File: src/rtl/cache_mem_ctrl_pkg.sv
// Shared types and constants for the cache miss / memory controller.
package cache_mem_ctrl_pkg;

    // Byte-offset bits inside a cache block (16-byte blocks).
    localparam int unsigned BLK_OFF_BITS = 4;

    typedef enum logic [2:0] {
        IDLE  = 3'd0,
        WB    = 3'd1,
        FILL  = 3'd2,
        DONE  = 3'd3,
        DRAIN = 3'd4
    } state_e;

    // Beat counter width for a block of n words (at least one bit).
    function automatic int unsigned cnt_width(input int unsigned n);
        return (n > 1) ? $clog2(n) : 1;
    endfunction

endpackage

File: src/rtl/mem_beat_seq.sv
// Word-serial beat sequencer: owns the beat counter, holds mem_req until
// mem_ready, and flags the last beat of a block.
module mem_beat_seq
    import cache_mem_ctrl_pkg::*;
#(
    parameter int unsigned BLOCK_SIZE = 4
) (
    input  logic                             clk,
    input  logic                             rst,
    input  logic                             clear,
    input  logic                             run,
    input  logic                             mem_ready,
    output logic                             mem_req,
    output logic [cnt_width(BLOCK_SIZE)-1:0] beat_cnt,
    output logic                             beat_done_c,
    output logic                             last_beat_c,
    output logic [cnt_width(BLOCK_SIZE)-1:0] cnt_next_c,
    output logic                             req_next_c
);

    localparam int unsigned CNT_W = cnt_width(BLOCK_SIZE);

    logic [CNT_W-1:0] cnt_q;

    assign beat_cnt = cnt_q;

    // Beat completion, last-beat detect and next counter/request values.
    always_comb begin
        beat_done_c = mem_req && mem_ready;
        last_beat_c = beat_done_c && (cnt_q == CNT_W'(BLOCK_SIZE - 1));
        cnt_next_c  = cnt_q;
        req_next_c  = mem_req;
        if (clear) begin
            cnt_next_c = '0;
            req_next_c = 1'b0;
        end else if (beat_done_c) begin
            if (last_beat_c) begin
                req_next_c = 1'b0;
            end else begin
                cnt_next_c = cnt_q + CNT_W'(1);
            end
        end else if (run && !mem_req) begin
            req_next_c = 1'b1;
        end
    end

    // Counter and request hold register.
    always_ff @(posedge clk) begin
        if (rst) begin
            cnt_q   <= '0;
            mem_req <= 1'b0;
        end else begin
            cnt_q   <= cnt_next_c;
            mem_req <= req_next_c;
        end
    end

endmodule

File: src/rtl/cache_mem_ctrl.sv
// Cache miss controller: optional victim write-back plus block refill over a
// word-serial memory port. Build macro WB_BUFFER_EN refills first and drains
// the buffered victim afterwards without stalling the pipeline.
module cache_mem_ctrl
    import cache_mem_ctrl_pkg::*;
#(
    parameter int unsigned DATA_WIDTH = 32,
    parameter int unsigned BLOCK_SIZE = 4
) (
    input  logic                             clk,
    input  logic                             rst,
    input  logic                             req_valid,
    output logic                             req_ready,
    input  logic [DATA_WIDTH-1:0]            req_addr,
    input  logic                             wb_valid,
    input  logic [DATA_WIDTH-1:0]            wb_addr,
    input  logic [BLOCK_SIZE*DATA_WIDTH-1:0] wb_data,
    output logic [BLOCK_SIZE*DATA_WIDTH-1:0] fetch_data,
    output logic                             fetch_enable,
    output logic                             busy,
    output logic                             mem_req,
    output logic                             mem_we,
    output logic [DATA_WIDTH-1:0]            mem_addr,
    output logic [DATA_WIDTH-1:0]            mem_wdata,
    input  logic                             mem_ready,
    input  logic [DATA_WIDTH-1:0]            mem_rdata
);

    localparam int unsigned CNT_W = cnt_width(BLOCK_SIZE);
    localparam logic [DATA_WIDTH-1:0] BLK_MASK = ~DATA_WIDTH'((1 << BLK_OFF_BITS) - 1);

    state_e                state_q, state_next_c;
    logic [DATA_WIDTH-1:0] req_addr_q, wb_addr_q, base_c;
    logic [DATA_WIDTH-1:0] wb_words_q [BLOCK_SIZE];
    logic [DATA_WIDTH-1:0] fetch_q    [BLOCK_SIZE];
    logic [CNT_W-1:0]      beat_cnt, cnt_next_c;
    logic                  beat_done_c, last_beat_c, req_next_c, accept_c, run_c, clear_c;
`ifdef WB_BUFFER_EN
    logic                  wb_valid_q;
`endif

    assign accept_c = req_valid && req_ready;
    assign run_c    = (state_q == WB) || (state_q == FILL) || (state_q == DRAIN);
    assign clear_c  = (state_next_c != state_q);
    assign base_c   = (state_q == FILL) ? req_addr_q : wb_addr_q;

    mem_beat_seq #(.BLOCK_SIZE(BLOCK_SIZE)) u_seq (
        .clk         (clk),
        .rst         (rst),
        .clear       (clear_c),
        .run         (run_c),
        .mem_ready   (mem_ready),
        .mem_req     (mem_req),
        .beat_cnt    (beat_cnt),
        .beat_done_c (beat_done_c),
        .last_beat_c (last_beat_c),
        .cnt_next_c  (cnt_next_c),
        .req_next_c  (req_next_c)
    );

    // Next-state logic.
    always_comb begin
        state_next_c = state_q;
        case (state_q)
            IDLE: begin
                if (accept_c) begin
`ifdef WB_BUFFER_EN
                    state_next_c = FILL;
`else
                    state_next_c = wb_valid ? WB : FILL;
`endif
                end
            end
            WB:   if (last_beat_c) state_next_c = FILL;
            FILL: if (last_beat_c) state_next_c = DONE;
`ifdef WB_BUFFER_EN
            DONE:  state_next_c = wb_valid_q ? DRAIN : IDLE;
            DRAIN: if (last_beat_c) state_next_c = IDLE;
`else
            DONE:  state_next_c = IDLE;
`endif
            default: state_next_c = IDLE;
        endcase
    end

    // State register and state-derived handshake outputs.
    always_ff @(posedge clk) begin
        if (rst) begin
            state_q      <= IDLE;
            req_ready    <= 1'b1;
            busy         <= 1'b0;
            fetch_enable <= 1'b0;
        end else begin
            state_q      <= state_next_c;
            req_ready    <= (state_next_c == IDLE);
            busy         <= (state_next_c == WB) || (state_next_c == FILL) || (state_next_c == DONE);
            fetch_enable <= (state_next_c == DONE);
        end
    end

    // Request capture on accept; block addresses are aligned to the block.
    always_ff @(posedge clk) begin
        if (rst) begin
            req_addr_q <= '0;
            wb_addr_q  <= '0;
            for (int unsigned i = 0; i < BLOCK_SIZE; i++) wb_words_q[i] <= '0;
`ifdef WB_BUFFER_EN
            wb_valid_q <= 1'b0;
`endif
        end else if (accept_c) begin
            req_addr_q <= req_addr & BLK_MASK;
            wb_addr_q  <= wb_addr & BLK_MASK;
            for (int unsigned i = 0; i < BLOCK_SIZE; i++)
                wb_words_q[i] <= wb_data[i*DATA_WIDTH +: DATA_WIDTH];
`ifdef WB_BUFFER_EN
            wb_valid_q <= wb_valid;
        end else if (state_q == DRAIN && last_beat_c) begin
            wb_valid_q <= 1'b0;
`endif
        end
    end

    // Memory beat address/data; loaded for the upcoming beat so they stay
    // stable for as long as mem_req waits on mem_ready.
    always_ff @(posedge clk) begin
        if (rst) begin
            mem_we    <= 1'b0;
            mem_addr  <= '0;
            mem_wdata <= '0;
        end else if (req_next_c) begin
            mem_we    <= (state_q != FILL);
            mem_addr  <= base_c + (DATA_WIDTH'(cnt_next_c) << 2);
            mem_wdata <= (state_q == FILL) ? '0 : wb_words_q[cnt_next_c];
        end else begin
            mem_we    <= 1'b0;
        end
    end

    // Refill data capture; holds outside FILL.
    always_ff @(posedge clk) begin
        if (rst) begin
            for (int unsigned i = 0; i < BLOCK_SIZE; i++) fetch_q[i] <= '0;
        end else if (state_q == FILL && beat_done_c) begin
            fetch_q[beat_cnt] <= mem_rdata;
        end
    end

    // Pack refill words onto the output bus.
    always_comb begin
        fetch_data = '0;
        for (int unsigned i = 0; i < BLOCK_SIZE; i++)
            fetch_data[i*DATA_WIDTH +: DATA_WIDTH] = fetch_q[i];
    end

endmodule

File: config.mk
export PLATFORM = sky130hd
export DESIGN_NAME = cache_mem_ctrl
export DESIGN_NICKNAME = d
export VERILOG_FILES = /design/src/rtl/cache_mem_ctrl_pkg.sv /design/src/rtl/mem_beat_seq.sv /design/src/rtl/cache_mem_ctrl.sv
export SDC_FILE = /design/constraint.sdc
export NUM_CORES = 1
export LEC_CHECK = 0
export ABC_AREA = 1
export ABC_CLOCK_PERIOD_IN_PS = 5700
export BUFFER_PORTS_ARGS = -buffer_cell sky130_fd_sc_hd__buf_2
export CORE_MARGIN = 5
export CORE_UTILIZATION = 52
export CTS_CLUSTER_SIZE = 40
export DETAILED_ROUTE_END_ITERATION = 12
export PLACE_DENSITY_LB_ADDON = 0.08
export SLEW_MARGIN = 10
export SYNTH_ARGS = -nofsm -noshare
export SYNTH_HDL_FRONTEND = slang
export SYNTH_SLANG_ARGS = --single-unit
export TNS_END_PERCENT = 50
File: constraint.sdc
create_clock -name clk -period 5.7 [get_ports clk]
set_input_delay 0.285 -clock clk [delete_from_list [all_inputs] [get_ports clk]]
set_output_delay 0.285 -clock clk [all_outputs]
set_load 0.02 [all_outputs]
# == Word-level counts from Yosys, hierarchy flattened ==
# Memories as Yosys holds them, arrays and structs flattened.
# Cells that the tools add are included.
# totals
ff_bits,130
ramBits,256
inputBits,229
out_inout_bits,197
word_cells,72
n_memories,2
# op_classes
addsub,2
eq_ne,9
muxes,29
bitwise_logic,5
n_reduce_logical,14
# mem_list
name,depth,word_bits,read_ports,rd_ports_with_merged_regs,wr,line_no,rtl
fetch_q,4,32,4,0,4,cache_mem_ctrl.sv:35,logic [DATA_WIDTH-1:0] fetch_q [BLOCK_SIZE];
wb_words_q,4,32,1,0,4,cache_mem_ctrl.sv:34,logic [DATA_WIDTH-1:0] wb_words_q [BLOCK_SIZE];
# op_table
cell,n
32-bit two-way mux,7
32-bit by 4-bit adder with 32-bit output,1
32-bit OR reduction,1
1-bit two-way mux,13
2-bit two-way mux,5
3-bit by 2-bit == test with 1-bit output (second input constant),3
3-bit two-way mux,3
3-bit case mux with 3 select lines,1
3-bit by 1-bit == test with 1-bit output (second input constant),2
3-bit logical NOT,2
1-bit logical AND,5
1-bit logical OR,4
1-bit bitwise OR,4
3-bit == test (second input constant),1
3-bit by 2-bit inequality test with 1-bit output (second input constant),1
3-bit inequality test,1
2-bit by 1-bit adder with 2-bit output (second input constant),1
2-bit == test (second input constant),1
2-bit OR reduction,1
1-bit logical NOT,1
1-bit inverter,1

# == Depth between registers and ports, before layout ==
# Gate-level depths: netlist of run 1.
# depth
word_depth,9
depth_mapped,15
mapped_depth_nobuf,14

# == By module ==
# Synthesis of run 1 repeated with hierarchy kept, for this count alone.
# hier_totals
hier_cells,1641
hier_area_um2,15652.5
# by_module_without_submodules
mod,instances,cells_each,area_each_um2,seq_area_each_um2
cache_mem_ctrl,1,1615,15459.8,10189.8
mem_beat_seq,1,26,192.7,60.1

# == Least setup slack after synthesis of run 1 ==
# OpenSTA, ideal clock, no wires.
# synth_timing
kind,register to register
start,register req_ready
end,memory wb_words_q[0][0] (enable)
setup_time_ns,0.544
t_arrival_ns,4.356
required_time_ns,5.156
slack_ns,0.801
path_stages_with_launch,4
path_buffers,1
period_less_slack_ns,4.899
path_cell_list,dfxtp_1 -> nand2_1 -> nand2_1 -> clkbuf_1
# synth_lines
element,line_no,rtl
"start, declared",cache_mem_ctrl.sv:13,"output logic req_ready,"
"start signal, assigned",cache_mem_ctrl.sv:95,req_ready <= (state_next_c == IDLE);
"end, declared",cache_mem_ctrl.sv:34,

==> results of run 1 <==
==> final cells by class <==
class,count,area (um^2)
Clock inverter,15,131
Antenna cell,2,5.00
Clock buffer,55,1090
Timing Repair Buffer,446,2370
Fill cell,2404,9870
Inverter,236,890
Sequential cell,384,10200
Multi-Input combinational cell,838,3780
Tap cell,384,480
==> critical path: stages (launching register included) <==
cell and delay, ns:
dfxtp_1 0.45, nand3_4 0.51, nor2_1 0.35, nand2_2 0.06
buf_4 0.33, nor2_1 0.22, nand2_1 0.07, buf_4 0.26
nand2_1 0.53, buf_4 0.40
==> metal layers <==
metal	global-route usage, %	up-vias	wire (um)
met4	7.42	4	1220
met3	5.78	80	3560
met2	42.2	494	20700
met5	0	-	29
met1	29.6	5462	15800
li1	-	5805	-
==> sequential cells by signal, summed over array words and instances, names as in the netlist <==
| register | count |
|---|---|
| busy | 1 |
| u_seq.mem_req | 1 |
| fetch_q | 128 |
| mem_wdata | 32 |
| fetch_enable | 1 |
| wb_words_q | 128 |
| u_seq.beat_cnt | 2 |
| req_ready | 1 |
| req_addr_q | 28 |
| mem_we | 1 |
| state_q | 3 |
| wb_addr_q | 28 |
| mem_addr | 30 |
==> per-stage QoR <==
stage / total power (uW) / area (um^2) / util, % / hold WS (ns) / cells
final: 6250 / 19000 / 65.8 / 0.0146 / 2360
after global routing: 6490 / 19000 / 65.8 / 0.0121 / 2360
after floorplan: 3620 / 15300 / - / 0.432 / 1553
after CTS: 6300 / 19000 / 65.8 / 0.000147 / 2358
after detailed placement: 3870 / 17600 / 61.1 / 0.454 / 2274
after global placement: 3860 / 17600 / 61.1 / 0.451 / 2274
==> cell usage in the layout (no fill, tap or decap), types with 6 or more instances in the layout <==
master,count
buf_4,15
inv_1,229
dlygate4sd3_1,14
edfxtp_1,256
o22ai_1,56
clkbuf_1,11
nor2_1,298
buf_2,415
clkinv_1,6
nand2_1,203
nand3_1,117
clkbuf_16,39
a21oi_1,34
nor3_1,36
dfxtp_1,128
o21ai_0,60
==> cell families (layout without fill, tap and decap cells) <==
| kind of cell | Yosys count | count (layout) |
|---|---|---|
| simple gates | 678 | 678 |
| flops | 384 | 384 |
| buf+inv | 331 | 752 |
| compound gates | 156 | 156 |
| fa+ha+maj | 1 | 1 |
| other cells | 1 | 5 |
==> worst max path at each step <==
stage                                      from                             end  slack [ns]
after detailed placement  state_q[1]$_SDFF_PP0_    fetch_q[0][31]$_SDFFCE_PN0P_        2.13
after global placement    state_q[1]$_SDFF_PP0_    fetch_q[0][31]$_SDFFCE_PN0P_        2.11
after global routing      state_q[1]$_SDFF_PP0_    fetch_q[0][19]$_SDFFCE_PN0P_        1.82
final                     state_q[1]$_SDFF_PP0_    fetch_q[0][12]$_SDFFCE_PN0P_        2.16
after CTS                 state_q[1]$_SDFF_PP0_     fetch_q[0][6]$_SDFFCE_PN0P_        2.10
after floorplan            req_ready$_SDFF_PP1_  wb_words_q[0][0]$_SDFFCE_PN0P_        0.80
==> power breakdown <==
| group | internal [uW] | switching, uW | leakage [uW] |
|---|---|---|---|
| combinational | 206 | 408 | 0.00473 |
| sequential | 3140 | 59.4 | 0.00377 |
| clock | 1420 | 1020 | 0.000593 |
| total | 4770 | 1480 | 0.00909 |
==> results.md, run 1 <==
* Status: completed
* GPL Wtd Cong at just over 0.8
* Number of synthesized flops with an enable pin at approximately 260
* Initial Utilization at 53.1%
* Final setup fails at 0
* Max-slew violation total from the final report at 0
* Final min period at 3.54 ns
* Worst Path Max Fanout at 66
* # Post-CTS Setup Buffers at 0
* Min-Delay Path Class: input pin to flip-flop
* GRT Total Usage at 24.1%
* Post-synthesis mux area share at 0%
* Area growth syn-to-layout at 24.0%
* WL/cell at between 15 and 20 um
* Post-Syn Instances at 1551
* CP startpoint kind: flip-flop
* Static leakage at 0.00909 uW
* Core footprint at 28900 um^2
* # H-tree levels at 2
* Yosys reg bits at 384
* Setup Crit Path Kind: flip-flop to flip-flop
* WP data arrival at 3.73 ns
* Compound-cell area share of the yosys netlist at 5.56%
* CTS Buffer Depth at 3
* Final Cycle Share at 62.1%
* Share of Yosys cell area claimed by the top area cell type at between 50% and 60%
* Hold endpoint: req_addr_q[6]$_SDFFE_PP0P_
* DR pass1 iterations at 7
* Rows at between 60 and 70
* Max Fclk at 283 MHz
* I/O Buffers at 415
* VDD IR max at roughly 0.24 mV
* Seq/Total Area, Yosys at 66.9%
* Cell variety after synth at 31
* Synth top area cells: edfxtp_1, dfxtp_1, nor2_1
* Largest net degree at the start of global routing at approximately 110
* Via-to-Cell Ratio at 5.02
* Final nets at 2175
* DRC Markers at 0
* Hold_sp: req_addr[6]
* Reg2Reg Launch Point: state_q[1]$_SDFF_PP0_
* Hold path cells at 3
* CTS tree: done
* Post-Synth XOR/XNOR Area at 0%
* Die span in y at 182 um
* CTS Hold Buffers Added at 14
* Power Density at 329 nW/um^2
* CP Data Required Time at 5.89 ns
* Clk sinks at around 380
* CTS buffer count at 39
* RSZ-0062 raised after global routing: no
* Vias in the first global route at roughly 12000
* Setup WS post-layout at 2.16 ns
* Post-CTS sizing at 0
* Initial antenna violation count at 4
* Adder-cell share of the synthesized area at 0.0817%
* Synth warnings at 0
* Die W at approximately 180 um
* Worst r2r dst: fetch_q[0][12]$_SDFFCE_PN0P_
* Max cap viols at 0
* Final Skew at 0.0182 ns
* DR vias at 11800
* Grt total ovfl at 0
* Fin. Hold Viols at 0
* Root Buffer: clkbuf_16
* Rel. slew slack at 22.2%
* Setup slack, reg-to-reg at 2.16 ns
* Detailed Route Iter0 Violations at 895
* Share of cells above drive strength 1 at 26.0%
* Total wire length at 41300 um
* Most frequent cells after synthesis: nor2_1, edfxtp_1, inv_1
* Ys async rst share at 0%
* Post-Synthesis Cell Area at 15300 um^2
* Ys flop type: edfxtp_1
* Count leader, synth: nor2_1
* Syn avg cell area at 9.87 um^2
* Half-perimeter wire length after placement at ~27000 um
* Setup TNS at 0 ns
* # IOs at 426
* Simple-Gate Fraction of Synth Area at 18.7%
* Clk_lat worst skew at 0.52 ns
* Setup WS pre-CTS at 2.13 ns
* Routed Antenna Nets at 0
* Worst-path clk slew at approximately 0.060 ns
* Cell taking the most area after synthesis: edfxtp_1
* Slew @ Worst Pin at between 1 and 1.5 ns
* First-pass GRT wire length at 63700 um
* CP endpoint kind: flip-flop
* R2R depth at 9
* Largest family of logic cells by synthesized area: simple AND/OR/NAND/NOR gates
* Die area at 33000 um^2
Note: power is estimated with default switching activity, not from simulation.
==> inputs of run 2 (changes only) <==
--- a/config.mk
+++ b/config.mk
@@ -5,8 +5,8 @@
 export SDC_FILE = /design/constraint.sdc
 export NUM_CORES = 1
 export LEC_CHECK = 0
-export ABC_AREA = 1
-export ABC_CLOCK_PERIOD_IN_PS = 5700
+export ABC_AREA = 0
+export ABC_CLOCK_PERIOD_IN_PS = 3680
 export BUFFER_PORTS_ARGS = -buffer_cell sky130_fd_sc_hd__buf_2
 export CORE_MARGIN = 5
 export CORE_UTILIZATION = 52
==> constraint.sdc (replaced) <==
create_clock -name clk -period 3.68 [get_ports clk]
set_input_delay 0.184 -clock clk [delete_from_list [all_inputs] [get_ports clk]]
set_output_delay 0.184 -clock clk [all_outputs]
set_load 0.02 [all_outputs]
==> run 2 against run 1 <==
First-iteration DRC count down 21%. Sequential share of layout area down 4.7 points. Total power up 57%. Final cell count down 6.6%. Utilization up 6.9 points. Clock skew down 0.0076 ns. Hold slack better by 0.018 ns. Largest cell class unchanged.
==> results.md, run 2 <==
* Status: completed
* Clk_lat worst skew at 0.52 ns
* WP data arrival at 3.11 ns
* VDD IR max at 0.320 mV
* Initial antenna violation count at 1
* Power Density at 473 nW/um^2
* Number of synthesized flops with an enable pin at 256
* Synth warnings at 0
* Via-to-Cell Ratio at 5.11
* Worst-path clk slew at 0.06 ns
* Largest net degree at the start of global routing at 129
* Max cap viols at 0
* # IOs at 426
* CP Data Required Time at just over 4 ns
* Ys async rst share at 0%
* DRC Markers at 0
* Syn avg cell area at 12.7 um^2
* Die W at 180 um
* Slew @ Worst Pin at about 1.0 ns
* Detailed Route Iter0 Violations at 707
* Most frequent cells after synthesis: and2_1, edfxtp_1, nand2_1
* Grt total ovfl at 0
* Final setup fails at 0
* CTS Buffer Depth at 3
* CTS tree: done
* # H-tree levels at 2
* Seq/Total Area, Yosys at 68.1%
* Clock group share of total power at 40.0%
* Cell taking the most area after synthesis: edfxtp_1
* Setup Crit Path Kind: flip-flop to flip-flop
* Die span in y at about 180 um
* Total wire length at slightly above 40000 um
* P_int at 7640 uW
* Commonest non-fill, non-tap cell in the layout: buf_2
* Cell variety after synth at 47
* Root Buffer: clkbuf_16
* Half-perimeter wire length after placement at 25100 um
* Worst Path Max Fanout at 28
* Yosys reg bits at 384
* Final min period at 2.66 ns
* Switching pwr at ~2200 uW
* Ys flop type: edfxtp_1
* Routed Antenna Nets at 0
* GRT Total Usage at between 20 and 25%
* Post-CTS sizing at 0
* Synth top area cells: edfxtp_1, dfxtp_1, and2_1
* Rel. slew slack at between 30% and 40%
* Biggest regs: fetch_q: 128 flops, wb_words_q: 128 flops, mem_wdata: 32 flops
* Final instance area at 20800 um^2
* I/O Buffers at between 400 and 500
* Max Fclk at 377 MHz
* Sw Share at 22.4%
* Initial Utilization at a little over half
* Area growth syn-to-layout at 38.2%
* Finished Core Util at about 73%
* Max-slew violation total from the final report at 0
* Dpl cell area at around 17000 um^2
* Share of Yosys cell area claimed by the top area cell type at about half
* Share of cells above drive strength 1 at 28.7%
* Core footprint at 28600 um^2
* CTS buffer count at 39
* Sequential Power Share at 50.3%
* Comb pwr share at 9.7%
* RSZ-0062 raised after global routing: no
* Post-Synthesis Cell Area at roughly 15000 um^2
* GPL Wtd Cong at roughly 0.79
* Setup TNS at 0 ns
* Commonest cells after routing, fill and taps aside: buf_2, and2_1, edfxtp_1
* Filler cells at a little under 2000
* WL/cell at 18.7 um
* Min Hold Slack at 0.0321 ns
* Fin. Hold Viols at 0
* CP startpoint kind: flip-flop
* Min-Delay Path Class: input pin to flip-flop
* Clk sinks at between 300 and 400
* Count leader, synth: and2_1
* First-pass GRT wire length at about 65000 um
* Antenna cells at 0
* CP endpoint kind: flip-flop
* Static leakage at roughly 0.0087 uW
* Final Cycle Share at 72.2%
* Vias in the first global route at 11800
* DR pass1 iterations at 5
* Final Skew at ~0.011 ns
* DR vias at 11300
* Post-Syn Instances at roughly 1200
* Rows at 62
* Final nets at around 2000
* Die area at between 30000 and 40000 um^2
-- run 2: cell types whose count changed in the layout (fill, tap and decap cells not counted), sizes merged, moves of 56 or more --
cell	delta
o21ai	-65
nor2	-260
inv	-236
o22ai	-56
dlygate4sd3	+197
nand3	-95
and2	+257
-- run 2: worst paths after layout --
path                                                    from                      endpoint  slack, ns  cells past startpoint
worst max-delay path            u_seq.beat_cnt[1]$_SDFF_PP0_     mem_wdata[6]$_SDFFE_PP0P_       1.02                      6
worst max register to register  u_seq.beat_cnt[1]$_SDFF_PP0_     mem_wdata[6]$_SDFFE_PP0P_       1.02                      6
worst min-delay path                           mem_rdata[20]  fetch_q[1][20]$_SDFFCE_PN0P_       0.03                      2
worst min register to register     wb_addr_q[9]$_SDFFE_PP0P_     wb_addr_q[9]$_SDFFE_PP0P_       0.45                      2
-- run 2: final cells by class --
cell class | instances | area [um^2] | share of cell area, %
Timing Repair Buffer | 642 | 4320 | 20.8
Clock inverter | 15 | 155 | 0.745
Clock buffer | 56 | 1130 | 5.44
Inverter | 2 | 7.51 | 0.0361
Sequential cell | 384 | 10200 | 49.2
Multi-Input combinational cell | 722 | 4460 | 21.4
Tap cell | 384 | 480 | 2.31
-- run 2: logic make-up after synthesis --
group / count (synthesis) / synth area share (%)
adder cells (fa/ha/maj): 1 / 0.0831
multiplexers: 38 / 2.63
other: 1 / 0.0249
AND/OR/NAND/NOR: 521 / 18.3
buffers and inverters: 85 / 2.75
AO/OA/AOI/OAI: 157 / 7.99
XOR/XNOR: 2 / 0.166
flip-flops: 384 / 68.1
-- run 2: power by group through the flow --
stage	combinational, uW	clock [uW]	sequential (uW)
after floorplan	346	0	5130
after global placement	757	0	5030
after detailed placement	768	0	5040
after CTS	948	4010	4950
after global routing	1030	4190	4970
final	952	3940	4950
-- run 2: stage by stage --
stage | total power, uW | cells | worst slack, ns
floorplan | 5480 | 1191 | 0.774
global placement | 5790 | 1923 | 1.08
detailed placement | 5810 | 1923 | 1.03
CTS | 9910 | 2205 | 0.998
global route | 10200 | 2205 | 0.856
finish | 9850 | 2205 | 1.02
-- run 2: critical path, stage by stage (launching register included) --
cell and delay, ns:
dfxtp_1 0.57, ha_1 0.32, nand3b_4 0.25, mux2_4 0.33
nor2_4 0.68, o22a_1 0.27, a32o_1 0.17
-- run 2: repair_timing --
| action | 4_1_cts | 5_1_grt |
|---|---|---|
| buffers inserted | 0 | 0 |
| endpoints found under the hold margin | 291 | 0 |
| hold buffers | 211 | 0 |
-- run 2: routing by layer --
layer	wire length, um	GRT usage (%)	vias up
met2	20600	43.8	494
met4	1540	9.26	2
met1	15800	29.7	5292
met3	3330	5.83	91
li1	-	-	5380
met5	7	0	-
==> inputs of run 3 (changes only) <==
--- a/config.mk
+++ b/config.mk
@@ -5,11 +5,11 @@
 export SDC_FILE = /design/constraint.sdc
 export NUM_CORES = 1
 export LEC_CHECK = 0
-export ABC_AREA = 0
-export ABC_CLOCK_PERIOD_IN_PS = 3680
+export ABC_AREA = 1
+export ABC_CLOCK_PERIOD_IN_PS = 2400
 export BUFFER_PORTS_ARGS = -buffer_cell sky130_fd_sc_hd__buf_2
 export CORE_MARGIN = 5
-export CORE_UTILIZATION = 52
+export CORE_UTILIZATION = 47
 export CTS_CLUSTER_SIZE = 40
 export DETAILED_ROUTE_END_ITERATION = 12
 export PLACE_DENSITY_LB_ADDON = 0.08
==> constraint.sdc (replaced) <==
create_clock -name clk -period 2.4 [get_ports clk]
set_input_delay 0.12 -clock clk [delete_from_list [all_inputs] [get_ports clk]]
set_output_delay 0.12 -clock clk [all_outputs]
set_load 0.02 [all_outputs]
==> run 3 against run 2 <==
Clock skew hardly changed. Setup slack worse by 0.76 ns. Global-route usage is 0.61 points lower. Critical path depth is 9 higher. Wire length is 10% higher. Sequential power is 54% higher. Sequential cell count stayed put. First-iteration DRC count is 21% higher. Total power is 56% higher. Via count is 14% higher. Largest power group unchanged. Highest routed layer is now met4.
==> results.md, run 3 (synthesis results as in run 1) <==
* Setup TNS at 0 ns
* PnR Total Power at 15300 uW
* Die area at 36300 um^2
* # Post-CTS Setup Buffers at 0
* Min-Delay Path Class: input pin to flip-flop
* Routed Antenna Nets at 0
* Final min period at 2.13 ns
* Clk sinks at 384
* VDD IR max at 0.423 mV
* Share of cells above drive strength 1 at 24.1%
* Worst-path clk slew at 0.06 ns
* Initial Utilization at 47.3%
* CP Data Required Time at 2.78 ns
* Final Cycle Share at between 80% and 90%
* Half-perimeter wire length after placement at 27600 um
* Final setup fails at 0
* Max cap viols at 0
* RSZ-0062 raised after global routing: no
* Slew @ Worst Pin at 0.724 ns
* Rows at 66
* Area growth syn-to-layout at 39.3%
* Root Buffer: clkbuf_16
* I/O Buffers at around 420
* Final Skew at 0.0107 ns
* Clk_lat worst skew at 0.52 ns
* Fin. Hold Viols at 0
* Reg2Reg Launch Point: u_seq.beat_cnt[0]$_SDFF_PP0_
* Hold path cells at 5
* Worst r2r dst: mem_wdata[2]$_SDFFE_PP0P_
* FF/Latch Area at 10200 um^2
* Core footprint at 32400 um^2
* Multi-input logic area at 3780 um^2
* WL/cell at 17.2 um
* Biggest regs: fetch_q: 128 flops, wb_words_q: 128 flops, mem_wdata: 32 flops
* Vias in the first global route at 12700
* Grt total ovfl at 0
* Via-to-Cell Ratio at 4.89
* Commonest non-fill, non-tap cell in the layout: buf_2
* Largest net degree at the start of global routing at 135
* Status: completed
* CTS buffer count at 40
* Setup Crit Path Kind: flip-flop to flip-flop
* DR vias at approximately 13000
* GRT Total Usage at 24.2%
* WP data arrival at 2.51 ns
* GPL Wtd Cong at 0.825
* Max-slew violation total from the final report at 0
* Rel. slew slack at 51.8%
* Die W at between 150 and 200 um
* DR pass1 iterations at 5
* Setup slack, reg-to-reg at between 0.2 and 0.3 ns
* Static leakage at around 0.01 uW
* Die span in y at 191 um
* DRC Markers at 0
* Total wire length at roughly 45000 um
* Filler cells at around 2600
* Finished Core Util at between 60% and 70%
* Max Fclk at 468 MHz
* Commonest cells after routing, fill and taps aside: buf_2, nor2_1, edfxtp_1
* Final nets at 2396
* # IOs at 426
* Hold endpoint: state_q[0]$_SDFF_PP0_
* # H-tree levels at 2
* Power Density at 718 nW/um^2
* R2R depth at 15
* Initial antenna violation count at 1
* CTS tree: done
* CP endpoint kind: flip-flop
* Worst Path Max Fanout at 17
* CP startpoint kind: flip-flop
* Detailed Route Iter0 Violations at 854
* CTS Buffer Depth at 3
* First-pass GRT wire length at 69400 um
* Hold_sp: req_valid
## run 3: worst max-delay path by stage
stage	from	endpoint	slack, ns
after floorplan	u_seq.mem_req$_SDFF_PP0_	fetch_q[0][0]$_SDFFCE_PN0P_	0.06
after global placement	u_seq.beat_cnt[0]$_SDFF_PP0_	mem_wdata[21]$_SDFFE_PP0P_	0.22
after detailed placement	u_seq.beat_cnt[0]$_SDFF_PP0_	mem_wdata[21]$_SDFFE_PP0P_	0.20
after CTS	u_seq.beat_cnt[0]$_SDFF_PP0_	mem_wdata[21]$_SDFFE_PP0P_	0.18
after global routing	u_seq.beat_cnt[0]$_SDFF_PP0_	mem_wdata[0]$_SDFFE_PP0P_	0.01
final	u_seq.beat_cnt[0]$_SDFF_PP0_	mem_wdata[2]$_SDFFE_PP0P_	0.27
## run 3: where the power goes
part           total [uW]  leakage, uW  internal (uW)  switching (uW)
sequential           7610      0.00377           7460             146
combinational        1780      0.00568            734            1040
clock                5930     0.000603           3510            2420
## run 3: what timing repair did
action                     4_1_cts  5_1_grt
gates resized for setup          0        3
setup endpoints to repair        0        2
hold endpoints to repair       276        0
hold buffers                   218        0
## run 3: metrics by stage
step           std cells  setup WS, ns  hold slack, ns  cell area [um^2]
4_1_cts             2636         0.175           0.111             21300
6_report            2638         0.266           0.122             21300
3_3_place_gp        2348         0.216           0.368             17900
2_1_floorplan       1553        0.0635           0.267             15300
5_1_grt             2637        0.0150           0.153             21300
3_5_place_dp        2348         0.205           0.384             17900
## run 3: critical path: stages, from the launching register on
cell and delay, ns:
dfxtp_1 0.40, ha_1 0.21, nand3_2 0.15, clkinv_2 0.12, nand2_1 0.07, nand2_2 0.07, nand3_2 0.08, nand2_4 0.11
nand3_2 0.15, inv_1 0.11, buf_4 0.24, nand2_1 0.07, nand2_1 0.07, nand2_1 0.05, nand2_1 0.05, a21oi_1 0.05
## run 3: cell type report
| cell class | count | share of cell area (%) |
|---|---|---|
| multi-input combinational | 838 | 17.7 |
| antenna | 2 | 0.0235 |
| clock buffer | 55 | 5.15 |
| clock inverter | 15 | 0.692 |
| sequential | 384 | 48.1 |
| inverter | 236 | 4.17 |
| tap | 442 | 2.59 |
| timing repair buffer | 666 | 21.6 |
## run 3: per-layer routing
| layer | GRT usage [%] | share of wire (%) | vias to the layer above |
|---|---|---|---|
| li1 | - | - | 6244 |
| met1 | 30.0 | 39 | 6031 |
| met2 | 42.4 | 50 | 527 |
| met3 | 4.63 | 7.5 | 86 |
| met4 | 8.43 | 3.3 | 0 |
| met5 | 0 | 0 | - |
